<file path="src/rtl/mem_access_unit_pkg.sv">
// Shared types and constants for the MEM-stage data-memory access unit.
package mem_access_unit_pkg;

  localparam int DATA_WIDTH = 32;

  localparam logic [2:0] F3_B  = 3'b000;
  localparam logic [2:0] F3_H  = 3'b001;
  localparam logic [2:0] F3_W  = 3'b010;
  localparam logic [2:0] F3_BU = 3'b100;
  localparam logic [2:0] F3_HU = 3'b101;

  typedef enum logic [1:0] {IDLE, REQ, RESP, DONE} mem_state_e;
  typedef enum logic [1:0] {SZ_B, SZ_H, SZ_W} mem_size_e;

  // Transaction captured at issue and replayed while waiting for the bus.
  typedef struct packed {
    logic                  we;
    logic [DATA_WIDTH-1:0] addr;
    logic [3:0]            be;
    logic [DATA_WIDTH-1:0] wdata;
    logic [2:0]            funct3;
  } mem_req_t;

  // Unused funct3 codes fall back to a full-word access.
  function automatic mem_size_e access_size(input logic [2:0] f3, input logic is_store);
    mem_size_e sz;
    sz = SZ_W;
    if (is_store) begin
      case (f3)
        F3_B:    sz = SZ_B;
        F3_H:    sz = SZ_H;
        default: sz = SZ_W;
      endcase
    end else begin
      case (f3)
        F3_B, F3_BU: sz = SZ_B;
        F3_H, F3_HU: sz = SZ_H;
        default:     sz = SZ_W;
      endcase
    end
    return sz;
  endfunction

endpackage

</file>
<file path="src/rtl/mem_access_unit_if.sv">
// Data-memory bus: req/gnt request phase, rvalid/rdata response phase.
interface mem_access_unit_if;
  logic                                    req;
  logic                                    we;
  logic [mem_access_unit_pkg::DATA_WIDTH-1:0] addr;
  logic [3:0]                              be;
  logic [mem_access_unit_pkg::DATA_WIDTH-1:0] wdata;
  logic                                    gnt;
  logic                                    rvalid;
  logic [mem_access_unit_pkg::DATA_WIDTH-1:0] rdata;

  modport master (output req, we, addr, be, wdata, input gnt, rvalid, rdata);
  modport slave  (input req, we, addr, be, wdata, output gnt, rvalid, rdata);
endinterface

</file>
<file path="src/rtl/mem_access_unit_load_extend.sv">
// Selects the addressed byte/half lane of a read word and sign/zero-extends it.
module load_extend
  import mem_access_unit_pkg::*;
(
  input  logic [DATA_WIDTH-1:0] rdata_i,
  input  logic [1:0]            off_i,
  input  logic [2:0]            funct3_i,
  output logic [DATA_WIDTH-1:0] data_o
);

  logic [7:0]  byte_sel;
  logic [15:0] half_sel;

  always_comb begin
    case (off_i)
      2'd0:    byte_sel = rdata_i[7:0];
      2'd1:    byte_sel = rdata_i[15:8];
      2'd2:    byte_sel = rdata_i[23:16];
      default: byte_sel = rdata_i[31:24];
    endcase
    half_sel = off_i[1] ? rdata_i[31:16] : rdata_i[15:0];
  end

  always_comb begin
    case (funct3_i)
      F3_B:    data_o = {{24{byte_sel[7]}}, byte_sel};
      F3_BU:   data_o = {24'h0, byte_sel};
      F3_H:    data_o = {{16{half_sel[15]}}, half_sel};
      F3_HU:   data_o = {16'h0, half_sel};
      default: data_o = rdata_i;
    endcase
  end

endmodule

</file>
<file path="src/rtl/mem_access_unit.sv">
// MEM-stage load/store unit: issues bus accesses and stalls the pipe until done.
// Optional MEM_TIMEOUT_EN adds a REQ+RESP watchdog that raises bus_err_o.
module mem_access_unit
  import mem_access_unit_pkg::*;
#(
  parameter int TIMEOUT_CYCLES = 255
) (
  input  logic                  clk,
  input  logic                  rst_n,
  input  logic                  MEM_MemRead_i,
  input  logic                  MEM_MemWrite_i,
  input  logic [DATA_WIDTH-1:0] MEM_alu_result_i,
  input  logic [DATA_WIDTH-1:0] MEM_wr_data_i,
  input  logic [DATA_WIDTH-1:0] MEM_instruction_i,
  mem_access_unit_if.master     dmem,
  output logic [DATA_WIDTH-1:0] load_data_o,
  output logic                  stall_o,
  output logic                  misaligned_o,
  output logic                  bus_err_o
);

  mem_state_e            state_q, state_d;
  mem_req_t              req_q, req_d, issue;
  logic [DATA_WIDTH-1:0] load_data_q, load_data_d, ext_data;
  logic [2:0]            funct3;
  logic [1:0]            off;
  mem_size_e             size;
  logic                  op_valid, aligned, timeout;

  assign funct3   = MEM_instruction_i[14:12];
  assign off      = MEM_alu_result_i[1:0];
  assign op_valid = MEM_MemRead_i | MEM_MemWrite_i;
  assign size     = access_size(funct3, MEM_MemWrite_i);

  logic unused_instr;
  assign unused_instr = ^{MEM_instruction_i[31:15], MEM_instruction_i[11:0]};

  always_comb begin
    case (size)
      SZ_H:    aligned = ~off[0];
      SZ_W:    aligned = (off == 2'b00);
      default: aligned = 1'b1;
    endcase
  end

  // Store lane formatting from the live EX/MEM values.
  always_comb begin
    issue        = '0;
    issue.we     = MEM_MemWrite_i;
    issue.addr   = MEM_alu_result_i;
    issue.funct3 = funct3;
    issue.be     = 4'hF;
    issue.wdata  = MEM_wr_data_i;
    if (MEM_MemWrite_i) begin
      case (size)
        SZ_B: begin
          issue.be    = 4'b0001 << off;
          issue.wdata = {4{MEM_wr_data_i[7:0]}};
        end
        SZ_H: begin
          issue.be    = 4'b0011 << {off[1], 1'b0};
          issue.wdata = {2{MEM_wr_data_i[15:0]}};
        end
        default: ;
      endcase
    end
  end

  load_extend u_load_extend (
    .rdata_i  (dmem.rdata),
    .off_i    (req_q.addr[1:0]),
    .funct3_i (req_q.funct3),
    .data_o   (ext_data)
  );

`ifdef MEM_TIMEOUT_EN
  localparam int CNT_W = ($clog2(TIMEOUT_CYCLES + 1) > 8) ? $clog2(TIMEOUT_CYCLES + 1) : 8;

  logic [CNT_W-1:0] tmo_cnt_q, tmo_cnt_d;
  logic             busy_q, busy_d;

  assign busy_q  = (state_q == REQ) || (state_q == RESP);
  assign busy_d  = (state_d == REQ) || (state_d == RESP);
  assign timeout = busy_q && (tmo_cnt_q == CNT_W'(TIMEOUT_CYCLES));

  // Counts total cycles spent waiting; cleared whenever the wait ends.
  always_comb begin
    tmo_cnt_d = '0;
    if (busy_q && busy_d) tmo_cnt_d = tmo_cnt_q + 1'b1;
  end

  always_ff @(posedge clk or negedge rst_n) begin
    if (!rst_n) tmo_cnt_q <= '0;
    else        tmo_cnt_q <= tmo_cnt_d;
  end
`else
  logic unused_tmo;
  assign unused_tmo = (TIMEOUT_CYCLES == 0);
  assign timeout    = 1'b0;
`endif

  always_comb begin
    state_d      = state_q;
    req_d        = req_q;
    load_data_d  = load_data_q;
    dmem.req     = 1'b0;
    dmem.we      = req_q.we;
    dmem.addr    = {req_q.addr[DATA_WIDTH-1:2], 2'b00};
    dmem.be      = req_q.be;
    dmem.wdata   = req_q.wdata;
    misaligned_o = 1'b0;
    bus_err_o    = timeout;
    stall_o      = op_valid & aligned & (state_q != DONE);

    case (state_q)
      IDLE: begin
        dmem.we    = issue.we;
        dmem.addr  = {issue.addr[DATA_WIDTH-1:2], 2'b00};
        dmem.be    = issue.be;
        dmem.wdata = issue.wdata;
        if (op_valid) begin
          if (!aligned) begin
            misaligned_o = 1'b1;
          end else begin
            dmem.req = 1'b1;
            req_d    = issue;
            if (dmem.gnt) state_d = issue.we ? DONE : RESP;
            else          state_d = REQ;
          end
        end
      end
      REQ: begin
        if (timeout) begin
          load_data_d = '0;
          state_d     = DONE;
        end else begin
          dmem.req = 1'b1;
          if (dmem.gnt) state_d = req_q.we ? DONE : RESP;
        end
      end
      RESP: begin
        if (timeout) begin
          load_data_d = '0;
          state_d     = DONE;
        end else if (dmem.rvalid) begin
          load_data_d = ext_data;
          state_d     = DONE;
        end
      end
      DONE:    state_d = IDLE;
      default: state_d = IDLE;
    endcase

    // Reset drops the request and releases the pipe immediately.
    if (!rst_n) begin
      dmem.req     = 1'b0;
      stall_o      = 1'b0;
      misaligned_o = 1'b0;
      bus_err_o    = 1'b0;
    end
  end

  always_ff @(posedge clk or negedge rst_n) begin
    if (!rst_n) begin
      state_q     <= IDLE;
      req_q       <= '0;
      load_data_q <= '0;
    end else begin
      state_q     <= state_d;
      req_q       <= req_d;
      load_data_q <= load_data_d;
    end
  end

  assign load_data_o = load_data_q;

endmodule

</file>
<file path="src/flat_wrapper.sv">
// flat-port wrapper written by rule: the top's interface ports become plain ports
module mem_access_unit_flat import mem_access_unit_pkg::*;
#(
  parameter int TIMEOUT_CYCLES = 255
)
  (clk, rst_n, MEM_MemRead_i, MEM_MemWrite_i, MEM_alu_result_i, MEM_wr_data_i, MEM_instruction_i, load_data_o, stall_o, misaligned_o, bus_err_o, dmem_req, dmem_we, dmem_addr, dmem_be, dmem_wdata, dmem_gnt, dmem_rvalid, dmem_rdata);
  mem_access_unit_if dmem_i ();
  input  logic clk;
  input  logic rst_n;
  input  logic MEM_MemRead_i;
  input  logic MEM_MemWrite_i;
  input  logic [DATA_WIDTH-1:0] MEM_alu_result_i;
  input  logic [DATA_WIDTH-1:0] MEM_wr_data_i;
  input  logic [DATA_WIDTH-1:0] MEM_instruction_i;
  output logic [DATA_WIDTH-1:0] load_data_o;
  output logic stall_o;
  output logic misaligned_o;
  output logic bus_err_o;
  output wire logic [$bits(dmem_i.req)-1:0] dmem_req;
  output wire logic [$bits(dmem_i.we)-1:0] dmem_we;
  output wire logic [$bits(dmem_i.addr)-1:0] dmem_addr;
  output wire logic [$bits(dmem_i.be)-1:0] dmem_be;
  output wire logic [$bits(dmem_i.wdata)-1:0] dmem_wdata;
  input wire logic [$bits(dmem_i.gnt)-1:0] dmem_gnt;
  input wire logic [$bits(dmem_i.rvalid)-1:0] dmem_rvalid;
  input wire logic [$bits(dmem_i.rdata)-1:0] dmem_rdata;
  assign dmem_req = dmem_i.req;
  assign dmem_we = dmem_i.we;
  assign dmem_addr = dmem_i.addr;
  assign dmem_be = dmem_i.be;
  assign dmem_wdata = dmem_i.wdata;
  assign dmem_i.gnt = dmem_gnt;
  assign dmem_i.rvalid = dmem_rvalid;
  assign dmem_i.rdata = dmem_rdata;
  mem_access_unit #(.TIMEOUT_CYCLES(TIMEOUT_CYCLES)) u_core (.clk(clk), .rst_n(rst_n), .MEM_MemRead_i(MEM_MemRead_i), .MEM_MemWrite_i(MEM_MemWrite_i), .MEM_alu_result_i(MEM_alu_result_i), .MEM_wr_data_i(MEM_wr_data_i), .MEM_instruction_i(MEM_instruction_i), .dmem(dmem_i), .load_data_o(load_data_o), .stall_o(stall_o), .misaligned_o(misaligned_o), .bus_err_o(bus_err_o));
endmodule
</file>
<file path="config.mk">
export PLATFORM = sky130hd
export DESIGN_NAME = mem_access_unit_flat
export DESIGN_NICKNAME = d
export VERILOG_FILES = /design/src/rtl/mem_access_unit_pkg.sv /design/src/rtl/mem_access_unit_if.sv /design/src/rtl/mem_access_unit_load_extend.sv /design/src/rtl/mem_access_unit.sv /design/src/flat_wrapper.sv
export SDC_FILE = /design/constraint.sdc
export NUM_CORES = 1
export LEC_CHECK = 0
export CELL_PAD_IN_SITES_DETAIL_PLACEMENT = 1
export CELL_PAD_IN_SITES_GLOBAL_PLACEMENT = 2
export CORE_MARGIN = 2
export CORE_UTILIZATION = 23
export CTS_CLUSTER_SIZE = 20
export DETAILED_ROUTE_END_ITERATION = 16
export DONT_BUFFER_PORTS = 1
export GPL_ROUTABILITY_DRIVEN = 0
export HOLD_SLACK_MARGIN = 0.05
export PLACE_DENSITY_LB_ADDON = 0.25
export SYNTH_ARGS = -nofsm -noshare
export SYNTH_HDL_FRONTEND = slang
export SYNTH_HIERARCHICAL = 1
export SYNTH_SLANG_ARGS = --single-unit
</file>
<file path="constraint.sdc">
create_clock -name clk -period 2.65 [get_ports clk]
set_input_delay 0.265 -clock clk [delete_from_list [all_inputs] [get_ports clk]]
set_output_delay 0.265 -clock clk [all_outputs]
set_load 0.02 [all_outputs]
</file>
; Word-level counts from Yosys, hierarchy flattened
; Cells that the tools add are included.
[word_totals]
reg_bits = 106
input_bits = 134
output_inout_bits = 105
[classes]
n_eq_ne = 18
shifts = 2
muxes = 30
n_bitwise = 4
n_reduce_logical = 11
[op_table]
columns = cell, n
row1 = 32-bit case mux with 4 select lines, 1
row2 = 36-bit case mux with 2 select lines, 1
row3 = 32-bit 2-to-1 mux, 2
row4 = 36-bit 2-to-1 mux, 1
row5 = 8-bit case mux with 3 select lines, 1
row6 = 16-bit 2-to-1 mux, 1
row7 = "3-bit == test, second input constant", 4
row8 = 2-bit 2-to-1 mux, 6
row9 = 1-bit 2-to-1 mux, 11
row10 = "2-bit == test, second input constant", 4
row11 = 2-bit zero test, 4
row12 = 2-bit case mux with 2 select lines, 2
row13 = 2-bit case mux with 4 select lines, 1
row14 = "2-bit by 1-bit == test with 1-bit output, second input constant", 3
row15 = "3-bit by 1-bit == test with 1-bit output, second input constant", 2
row16 = 3-bit zero test, 2
row17 = "2-bit inequality test, second input constant", 3
row18 = 4-bit 2-to-1 mux, 1
row19 = "2-bit by 1-bit inequality test with 1-bit output, second input constant", 2
row20 = 1-bit case mux with 2 select lines, 2
row21 = 4-bit AND reduction, 1
row22 = 2-bit OR reduction, 2
row23 = "1-bit by 2-bit left shift with 4-bit output, first input constant", 1
row24 = "2-bit by 2-bit left shift with 4-bit output, first input constant", 1
row25 = 5 further kinds, 6

; Logic depth before layout (Yosys ltp)
; Gate-level depths: netlist of run 1.
[depth]
word_depth = 10
ltp_mapped = 8

; Modules after synthesis
; The synthesis of run 1 kept the hierarchy.
[modules_own_cells]
columns = mod, instances, cells_per_inst, area_per_inst_um2, seq_area_each_um2
row1 = mem_access_unit, 1, 431, 5327.6, 2652.5
row2 = load_extend, 1, 133, 969.7, 0.0

; Worst setup path after synthesis of run 1
; OpenSTA, ideal clock, no wires.
[synth_timing]
path_kind = register to output
start = register u_core.state_q[0]
end = output port dmem_be[0]
arrival_ns = 1.801
slack_ns = 0.584
stages_incl_launch_ff = 8
path_buffers = 3
cell_sequence = dfrtp_1 inv_1 ha_1 clkbuf_1 clkbuf_1 clkbuf_1 nor2_1 a21oi_1
[synth_between]
elab_chain_len = 2
[synth_rtl]
columns = element, line_no
row1 = "start, declared", mem_access_unit.sv:22  ; mem_state_e state_q, state_d;
row2 = "start signal, assigned", mem_access_unit.sv:169  ; state_q <= state_d;
row3 = 2-bit zero test, mem_access_unit.sv:115  ; case (state_q)
row4 = 4-bit 2-to-1 mux, mem_access_unit.sv:115
row5 = "end, declared", flat_wrapper.sv:22  ; output wire logic [$bits(dmem_i.be)-1:0] dmem_be;
; Every way passes these cells.

; Final worst setup path of run 1
[layout_timing]
start = register u_core.state_q[1]
end = output port dmem_wdata[29]
[layout_between]
elab_chain_len = 2
[layout_rtl]
columns = element, line_no
row1 = 2-bit zero test, mem_access_unit.sv:115
row2 = 32-bit 2-to-1 mux, mem_access_unit.sv:115
row3 = "end, declared", flat_wrapper.sv:23  ; output wire logic [$bits(dmem_i.wdata)-1:0] dmem_wdata;
; Every way passes these cells.

==> flow_summary.toml, run 1 <==
[sta]
hold_ws_ns = -0.3913
setup_violations = 0
post-route-period-util_pct = 92.83
fmaxAchievable_mhz = 406.5
report.final.slew_viol_count = 0
fin_tns_setup_ns = 0
clock_skew_ns = 0.01727
max_slew_margin_pct = 45.34
fin_crit_ns = 2.460
tightestPinTransition_ns = 0.8199
rsz0062_at_grt = "false"
hold_viol = 106

[synth]
synth-edff-count = 0
synthCells = 564
ys_ff_latch = 106
ys_seq_area_share_pct = 42.12
netlist_area_um2 = 6297
syn_avg_cell_area_um2 = 11.17
synth_ff_type = "dfrtp_1"
synth.distinct_cells = 42
async_reset_ff_share_pct = 100.0
yosys_warnings = 6

[clocking]
clk_latency_ns = 0.36
clock_sinks = 106
cts_buffers = 9
cts_buffer_depth = 2
h-tree-depth = 3
cts_tree = "built"
cts_hold_buf = 40
clockRootBuffer = "clkbuf_16"
clkTransAtPathRegs_ns = 0.09

[critical_path]
rrSetupSlack_ns = 0.49
setup.worst_path.class = "reg -> out"
critical_path_peak_fanout = 26
cp-start-kind = "flip-flop"
r2r_start = "u_core/req_q[40]$_DFFE_PN0P_"
critPathArrivalTime_ns = 2.19
critPathCaptureType = "primary output"
r2r_cells = 5
rr_endpoint = "u_core/load_data_o[13]$_DFFE_PN0P_"
required_ns = 2.38

[run_status]
status = "finished, violations left"
failed_checks = "negative hold slack"

[global_routing]
grt_start_max_net_pins = 109
grt_pass1_wl_um = 29590
grt_pass1_vias = 5151
gr-total-overflow = 0
antenna_found_initial = 0
grt_use_total_pct = 13.32

[drt]
ant_nets = 0
drt_first_pass_iters = 4
drt-met1-wl_um = 7624
vias_per_cell = 4.831
wl_met2_um = 9766
route.detailed.drc = 0
post_drt_wl_per_cell_um = 20.86
vias = 4551
wl_um = 19650
drtIter0Drc = 119
met3_length_um = 2024
topRoutingLayerUsed = "met4"

[placed_design]
dpl_cell_area_um2 = 6660
dp_hpwl_um = 13770
dp_cells = 885
numPortBuffers = 0

[power]
comb_power_share_pct = 51.7
peakVddDrop_mv = 0.4586
internal-power_mw = 5.320
p_leak_nw = 3.097
p_seq_share_pct = 34.5
p_switching_mw = 4.455
sw_frac_of_total_pct = 45.58
power.density_nw_per_um2 = 1325
clkPwrFrac_pct = 13.8

[floorplanning]
ios = 239
rows = 60
die_x_um = 169.5
core_area_um2 = 26950
die_y_um = 169.5
start_util_pct = 23.37
die-area_um2 = 28720

[min_path]
hold_class = "in -> async"

[final_layout]
diodes = 0
final_cells = 942
design_area_um2 = 7375
fin_nets = 734
drive_gt1_share_pct = 30.95
synthToLayoutAreaGrowth_pct = 17.11

[flow_run]
drv_cap = 0
logic make-up (layout without fill, tap and decap cells):
logic type / Yosys count / in the layout / share of synthesized area [%]
other: 1 / 3 / 0.05955
DFF: 106 / 106 / 42.12
adders and majority gates: 4 / 4 / 0.7948
buffers and inverters: 65 / 100 / 5.702
and+or+nand+nor: 105 / 105 / 7.013
AOI/OAI and AO/OA: 116 / 116 / 12.14
muxes: 167 / 167 / 32.17
layer usage:
layer  vias to the layer above  global-route usage (%)
met5                         -                       0
li1                       2085                       -
met4                         0                   3.047
met1                      2284                   14.75
met2                       167                   23.48
met3                        15                   5.924
sequential cells by signal, summed over array words and instances (netlist names):
name                count
u_core/req_q           72
u_core/load_data_o     32
u_core/state_q          2
cells in the final DEF, fill, tap and decap left out, types with 2 or more instances in the layout:
cell           synthesis  layout
o21a_1                 3       3
o22ai_1               16      16
conb_1                 1       3
dfrtp_1              106     106
or2_2                  2       2
dlygate4sd3_1          0      40
nor2_1                57      57
mux2i_1               28      28
ha_1                   4       3
a21boi_0               2       2
mux2_2               112     112
mux2_4                20      20
a221oi_1               2       2
nor2b_1               11      11
o221ai_1               3       3
inv_1                 15      15
nand2_1               29      29
o221ai_2               5       4
o21ai_0               24      24
a311oi_1               7       7
clkinv_4               0       3
clkbuf_16              0       9
nand2b_1               2       2
buf_4                  6      26
mux4_1                 7       7
a21oi_1               44      44
inv_8                  0       2
through the flow:
step                worst slack (ns)  power [mW]  utilization [%]  hold WS, ns
floorplan                     0.5844       7.322                -     -0.03059
global placement              0.5045       8.236            24.71     -0.02259
detailed placement            0.4285       8.409            24.71     -0.02232
CTS                          0.03718       9.866            27.26      -0.4180
global route                 0.09525       10.42            27.36      -0.4118
finish                        0.1901       9.775            27.36      -0.3913
power groups by stage:
stage / logic [mW] / clock network, mW / registers, mW
after floorplan: 4.23 / 0 / 3.09
after global placement: 4.87 / 0 / 3.37
after detailed placement: 4.99 / 0 / 3.42
after CTS: 5.05 / 1.43 / 3.39
after global routing: 5.46 / 1.46 / 3.50
final: 5.06 / 1.35 / 3.37
cells in the mapped netlist (2+ instances only):
cell	n	area (µm²)
nand2_1	29	108.9
nor2b_1	11	68.82
a21oi_1	44	220.2
mux2i_1	28	280.3
mux2_2	112	1261
clkbuf_1	14	52.55
buf_2	14	70.07
a21boi_0	2	15.01
a221oi_1	2	17.52
buf_1	4	15.01
o21ai_0	24	120.1
nand2b_1	2	12.51
o21a_1	3	22.52
ha_1	4	50.05
o22ai_1	16	100.1
inv_1	15	56.30
dfrtp_1	106	2653
o221ai_1	3	26.28
a311oi_1	7	61.31
buf_4	6	45.04
mux2_4	20	300.3
buf_6	10	112.6
mux4_1	7	183.9
nor2_1	57	214.0
nor3b_1	2	15.01
or2_2	2	12.51
o221ai_2	5	75.07
repair_timing:
action	in CTS	in global routing
buffers inserted	0	1
endpoints found under the hold margin	146	106
resized for setup	0	0
setup endpoints to repair	0	25
worst max-delay path, cell delays in order, from the launching register on:
cell and delay [ns]:
dfrtp_1 0.41, inv_1 0.15, ha_4 0.40, buf_4 0.41
mux2_2 0.46
worst max path at each step:
stage	slack (ns)	end	start
floorplan	0.58	dmem_be[0]	u_core/state_q[0]$_DFFE_PN0P_
global placement	0.50	u_core/load_data_o[5]$_DFFE_PN0P_	u_core/req_q[40]$_DFFE_PN0P_
detailed placement	0.43	dmem_wdata[29]	u_core/state_q[0]$_DFFE_PN0P_
CTS	0.04	dmem_wdata[29]	u_core/state_q[0]$_DFFE_PN0P_
global route	0.1	dmem_wdata[29]	u_core/state_q[1]$_DFFE_PN0P_
finish	0.19	dmem_wdata[29]	u_core/state_q[1]$_DFFE_PN0P_
final cells by class:
class                      count  area, µm²
timing repair buffer          67      623.1
fill                        2977      19580
clock buffer                  10      229.0
sequential                   106       2653
clock inverter                 6      57.56
tap                          341      426.7
multi-input combinational    395       3322
inverter                      17      63.81
Note: power is estimated with default switching activity, not from simulation.
==> run 2, diff against run 1 <==
==> constraint.sdc (replaced) <==
create_clock -name clk -period 3 [get_ports clk]
set_input_delay 0.45 -clock clk [delete_from_list [all_inputs] [get_ports clk]]
set_output_delay 0.45 -clock clk [all_outputs]
set_load 0.02 [all_outputs]
==> run 2 against run 1 <==
  * Flip-flop and latch count unchanged
  * Non-clock buffer count down 42
  * Combinational power down 13%
  * Critical path depth up 1
  * The flow now finishes without violations
  * Total power down 12%
  * Wire length down 3.8%
  * Clock power down 12%
  * Utilization down 1.4 points
  * Highest routed layer unchanged
  * Largest cell class unchanged
  * Via count down 3.2%
==> flow_summary.toml, run 2 (synthesized netlist as in run 1, its figures left out) <==
[run_status]
status = "finished, final reports clean"

[clocking]
cts_tree = "built"
clkTransAtPathRegs_ns = 0.08
clk_latency_ns = 0.36
clockRootBuffer = "clkbuf_16"
h-tree-depth = 3
cts_buffers = 9
clock_sinks = 106
cts_hold_buf = 1
cts_resized = 0
cts_buffer_depth = 2
cts_setup_buffers = 0

[floorplanning]
die_x_um = 169.5
start_util_pct = 23.37
rows = 60
core_area_um2 = 26950
die_y_um = 169.5
ios = 239
die-area_um2 = 28720

[power]
power.density_nw_per_um2 = 1225
peakVddDrop_mv = 0.4571
p_leak_nw = 2.932

[placed_design]
numPortBuffers = 0
dp_hpwl_um = 13560

[drt]
drt_first_pass_iters = 4
post_drt_wl_per_cell_um = 21.00
wl_um = 18900
route.detailed.drc = 0
drtIter0Drc = 137
vias = 4404
vias_per_cell = 4.893
ant_nets = 0

[critical_path]
critPathCaptureType = "primary output"
rr_endpoint = "u_core/req_q[3]$_DFFE_PN0P_"
setup.worst_path.class = "reg -> out"
critical_path_peak_fanout = 68
rrSetupSlack_ns = 0.72
crit_slowest_cell = "a21oi_1"
critPathMaxStageDelay_ns = 0.47
path_cells = "inv_1 > ha_4 > buf_12 > nor2_1 > a21oi_1"
critPathArrivalTime_ns = 2.33
required_ns = 2.55
cpLargestDelayFamily = "buffers and inverters"
r2r_start = "u_core/state_q[1]$_DFFE_PN0P_"
r2r_cells = 5
path_buf_inv = 2
cp-start-kind = "flip-flop"

[sta]
clock_skew_ns = 0.01416
hold_ws_ns = 0.01724
rsz0062_at_grt = "false"
report.final.slew_viol_count = 0
post-route-period-util_pct = 92.56
setup_violations = 0
fmaxAchievable_mhz = 360.1
tightestPinTransition_ns = 0.8579
max_slew_margin_pct = 42.80
hold_viol = 0
fin_crit_ns = 2.777
fin_tns_setup_ns = 0

[global_routing]
grt_use_total_pct = 13.03
grt_start_max_net_pins = 107
gr-total-overflow = 0
antenna_found_initial = 0
grt_pass1_vias = 4792
grt_pass1_wl_um = 28790

[final_layout]
layout_common_cells = "mux2_2, dfrtp_1, nor2_1, a21oi_1, nand2_1"
top_register = "u_core/req_q"
fin_nets = 692
synthToLayoutAreaGrowth_pct = 10.91
drive_gt1_share_pct = 32.92
mostFrequentLayoutCell = "mux2_2"
largest_reg_flops = 72
diodes = 0

[flow_run]
drv_cap = 0

[min_path]
hold_class = "in -> async"
==> run 2: cell type report <==
cell class,count,area (µm²)
sequential,106,2653
clock inverter,6,57.56
inverter,17,63.81
fill,2999,19970
clock buffer,10,229.0
timing repair buffer,25,232.7
tap,341,426.7
multi-input combinational,395,3322
==> run 2: stage by stage <==
step,power (mW),instance area (µm²),utilization (%),std cells,worst slack [ns]
after global routing,9.140,6984,25.91,900,0.07183
after detailed placement,7.431,6670,24.75,883,0.5744
after global placement,7.286,6670,24.75,883,0.6770
final,8.554,6984,25.91,900,0.2231
after floorplan,6.468,6305,-,566,0.7494
after CTS,8.712,6984,25.91,900,0.1782
==> run 2: worst max-delay path by stage <==
stage | slack (ns) | depth (start not counted) | from | end
after floorplan | 0.75 | 7 | u_core/state_q[0]$_DFFE_PN0P_ | dmem_be[0]
after global placement | 0.68 | 5 | u_core/state_q[0]$_DFFE_PN0P_ | dmem_be[3]
after detailed placement | 0.57 | 5 | u_core/state_q[0]$_DFFE_PN0P_ | dmem_be[3]
after CTS | 0.18 | 5 | u_core/state_q[0]$_DFFE_PN0P_ | dmem_be[3]
after global routing | 0.07 | 5 | u_core/state_q[0]$_DFFE_PN0P_ | dmem_be[3]
final | 0.22 | 5 | u_core/state_q[1]$_DFFE_PN0P_ | dmem_be[3]
==> run 2: worst register-to-register path: stages (launching register included) <==
cell and delay [ns]:
dfrtp_1 0.41, inv_1 0.15, ha_4 0.43, o221ai_4 0.45, buf_12 0.36, mux2_4 0.38
==> run 2: routing by layer <==
metal | vias up | track usage, % | part of all wire, %
met5 | - | 0 | 0
met4 | 0 | 3.122 | 1.0
met3 | 15 | 6.483 | 12
met2 | 170 | 21.90 | 48
met1 | 2217 | 14.81 | 40
li1 | 2002 | - | -
==> run 2: where the power goes <==
group / leakage, nW / internal [mW] / switching [mW]
clock network: 0.141 / 0.586 / 0.604
logic: 1.52 / 1.90 / 2.51
registers: 1.27 / 2.15 / 0.803
total: 2.93 / 4.64 / 3.92
==> run 3, diff against run 2 <==
CTS_BUF_LIST = sky130_fd_sc_hd__clkbuf_4 sky130_fd_sc_hd__clkbuf_8   (was unset)
==> run 3 against run 2 <==
  * Cell count up 0.11%
  * Clock power down 24%
  * Wire length about the same
  * Hold slack better by 0.17 ns
  * Die area unchanged
  * Total power down 3.5%
  * Non-clock buffer count up 1
  * Via count up 0.14%
  * Critical path depth unchanged
  * Largest cell class unchanged
==> flow_summary.toml, run 3 (synthesized netlist as in run 1, its figures left out) <==
[clocking]
clkTransAtPathRegs_ns = 0.13
clk_latency_ns = 0.40
cts_tree = "built"
cts_buffer_depth = 2
h-tree-depth = 3
clockRootBuffer = "clkbuf_8"
cts_buffers = 9
cts_setup_buffers = 0
clock_sinks = 106

[critical_path]
cp-start-kind = "flip-flop"
critPathLaunch = "u_core/state_q[0]$_DFFE_PN0P_"
r2r_start = "u_core/state_q[0]$_DFFE_PN0P_"
rrSetupSlack_ns = 0.72
crit_slowest_cell = "a21oi_1"
setup.worst_path.class = "reg -> out"
path_cells = "inv_1 > ha_4 > buf_12 > nor2_1 > a21oi_1"
critPathCaptureType = "primary output"
required_ns = 2.55
critPathArrivalTime_ns = 2.37
rr_endpoint = "u_core/req_q[3]$_DFFE_PN0P_"
path_buf_inv = 2
critical_path_peak_fanout = 68
critPathMaxStageDelay_ns = 0.48
r2r_cells = 5
cpLargestDelayFamily = "compound AO/OA/AOI/OAI gates"

[power]
power.density_nw_per_um2 = 1197
sw_frac_of_total_pct = 46.98
internal-power_mw = 4.378
p_leak_nw = 2.893
power_mw = 8.258
p_switching_mw = 3.880
clkPwrFrac_pct = 10.9
comb_power_share_pct = 53.4
peakVddDrop_mv = 0.4503
p_seq_share_pct = 35.7

[drt]
drtIter0Drc = 126
vias = 4410
route.detailed.drc = 0
drt_first_pass_iters = 4
post_drt_wl_per_cell_um = 20.97
vias_per_cell = 4.895
ant_nets = 0
wl_um = 18890

[global_routing]
grt_start_max_net_pins = 107
grt_pass1_vias = 4783
gr-total-overflow = 0
grt_pass1_wl_um = 28770
grt_use_total_pct = 13.01
antenna_found_initial = 1

[sta]
post-route-period-util_pct = 93.97
hold_viol = 0
fmaxAchievable_mhz = 354.7
rsz0062_at_grt = "false"
clock_skew_ns = 0.01865
setup_violations = 0
max_slew_margin_pct = 42.94
fin_tns_setup_ns = 0
report.final.slew_viol_count = 0
fin_crit_ns = 2.819
tightestPinTransition_ns = 0.8558
setup_ws_ns = 0.1809

[flow_run]
drv_cap = 0

[final_layout]
top_register = "u_core/req_q"
drive_gt1_share_pct = 33.04
layout_common_cells = "mux2_2, dfrtp_1, nor2_1, a21oi_1, nand2_1"
multi_input_area_um2 = 3322
seq_area_um2 = 2653
diodes = 0
synthToLayoutAreaGrowth_pct = 9.517
fillers = 3012
largest_reg_flops = 72
fin_nets = 693
mostFrequentLayoutCell = "mux2_2"

[placed_design]
dp_slack_ns = 0.5744
dp_hpwl_um = 13560
numPortBuffers = 0

[min_path]
min_to = "u_core/req_q[5]$_DFFE_PN0P_"
whs_path_depth = 1
hold_start = "MEM_wr_data_i[2]"
hold_class = "in -> reg"

[floorplanning]
die_x_um = 169.5
start_util_pct = 23.37
rows = 60
die_y_um = 169.5
die-area_um2 = 28720
core_area_um2 = 26950
ios = 239

[run_status]
status = "finished, final reports clean"
## run 3: cell types whose count changed in the layout (fill, tap and decap cells not counted)
cell	before	now
clkbuf_8	0	9
dlygate4sd3_1	0	1
clkbuf_4	0	1
clkbuf_1	1	0
clkbuf_16	9	0
## run 3: power groups by stage
stage | clock network, mW | registers [mW] | logic, mW
after global routing | 1.01 | 3.06 | 4.78
after floorplan | 0 | 2.73 | 3.74
after detailed placement | 0 | 2.99 | 4.44
after CTS | 0.975 | 2.96 | 4.48
after global placement | 0 | 2.96 | 4.33
final | 0.901 | 2.95 | 4.41
## run 3: area by class of cell
| class | count | area share, % |
|---|---|---|
| well taps | 341 | 6.187 |
| flip-flops and latches | 106 | 38.46 |
| clock inverters | 6 | 0.8345 |
| clock buffers | 10 | 1.905 |
| inverters | 17 | 0.9253 |
| repair buffers | 26 | 3.520 |
| multi-input cells | 395 | 48.17 |
## run 3: worst max path at each step
stage | endpoint | cells past startpoint
floorplan | dmem_be[0] | 7
global placement | dmem_be[3] | 5
detailed placement | dmem_be[3] | 5
CTS | dmem_be[3] | 5
global route | dmem_be[3] | 5
finish | dmem_be[3] | 5
## run 3: metrics by stage
step	cell area, µm²	hold WS (ns)	util, %	std cells
floorplan	6305	0.1544	-	566
global placement	6670	0.1625	24.75	883
detailed placement	6670	0.1624	24.75	883
CTS	6897	0.1504	25.59	901
global route	6897	0.1513	25.59	901
finish	6897	0.1874	25.59	901
## run 3: routing by layer
| layer | global-route usage [%] | up-vias | routed length (µm) |
|---|---|---|---|
| met3 | 6.203 | 12 | 2130 |
| met1 | 14.95 | 2218 | 7517 |
| met5 | 0 | - | 0 |
| li1 | - | 2006 | - |
| met4 | 2.787 | 0 | 183 |
| met2 | 22.02 | 174 | 9060 |
## run 3: timing repair
item | in CTS | in global routing
endpoints found under the hold margin | 106 | 0
gates resized for setup | 0 | 0
setup endpoints to repair | 0 | 0
hold buffers | 2 | 0
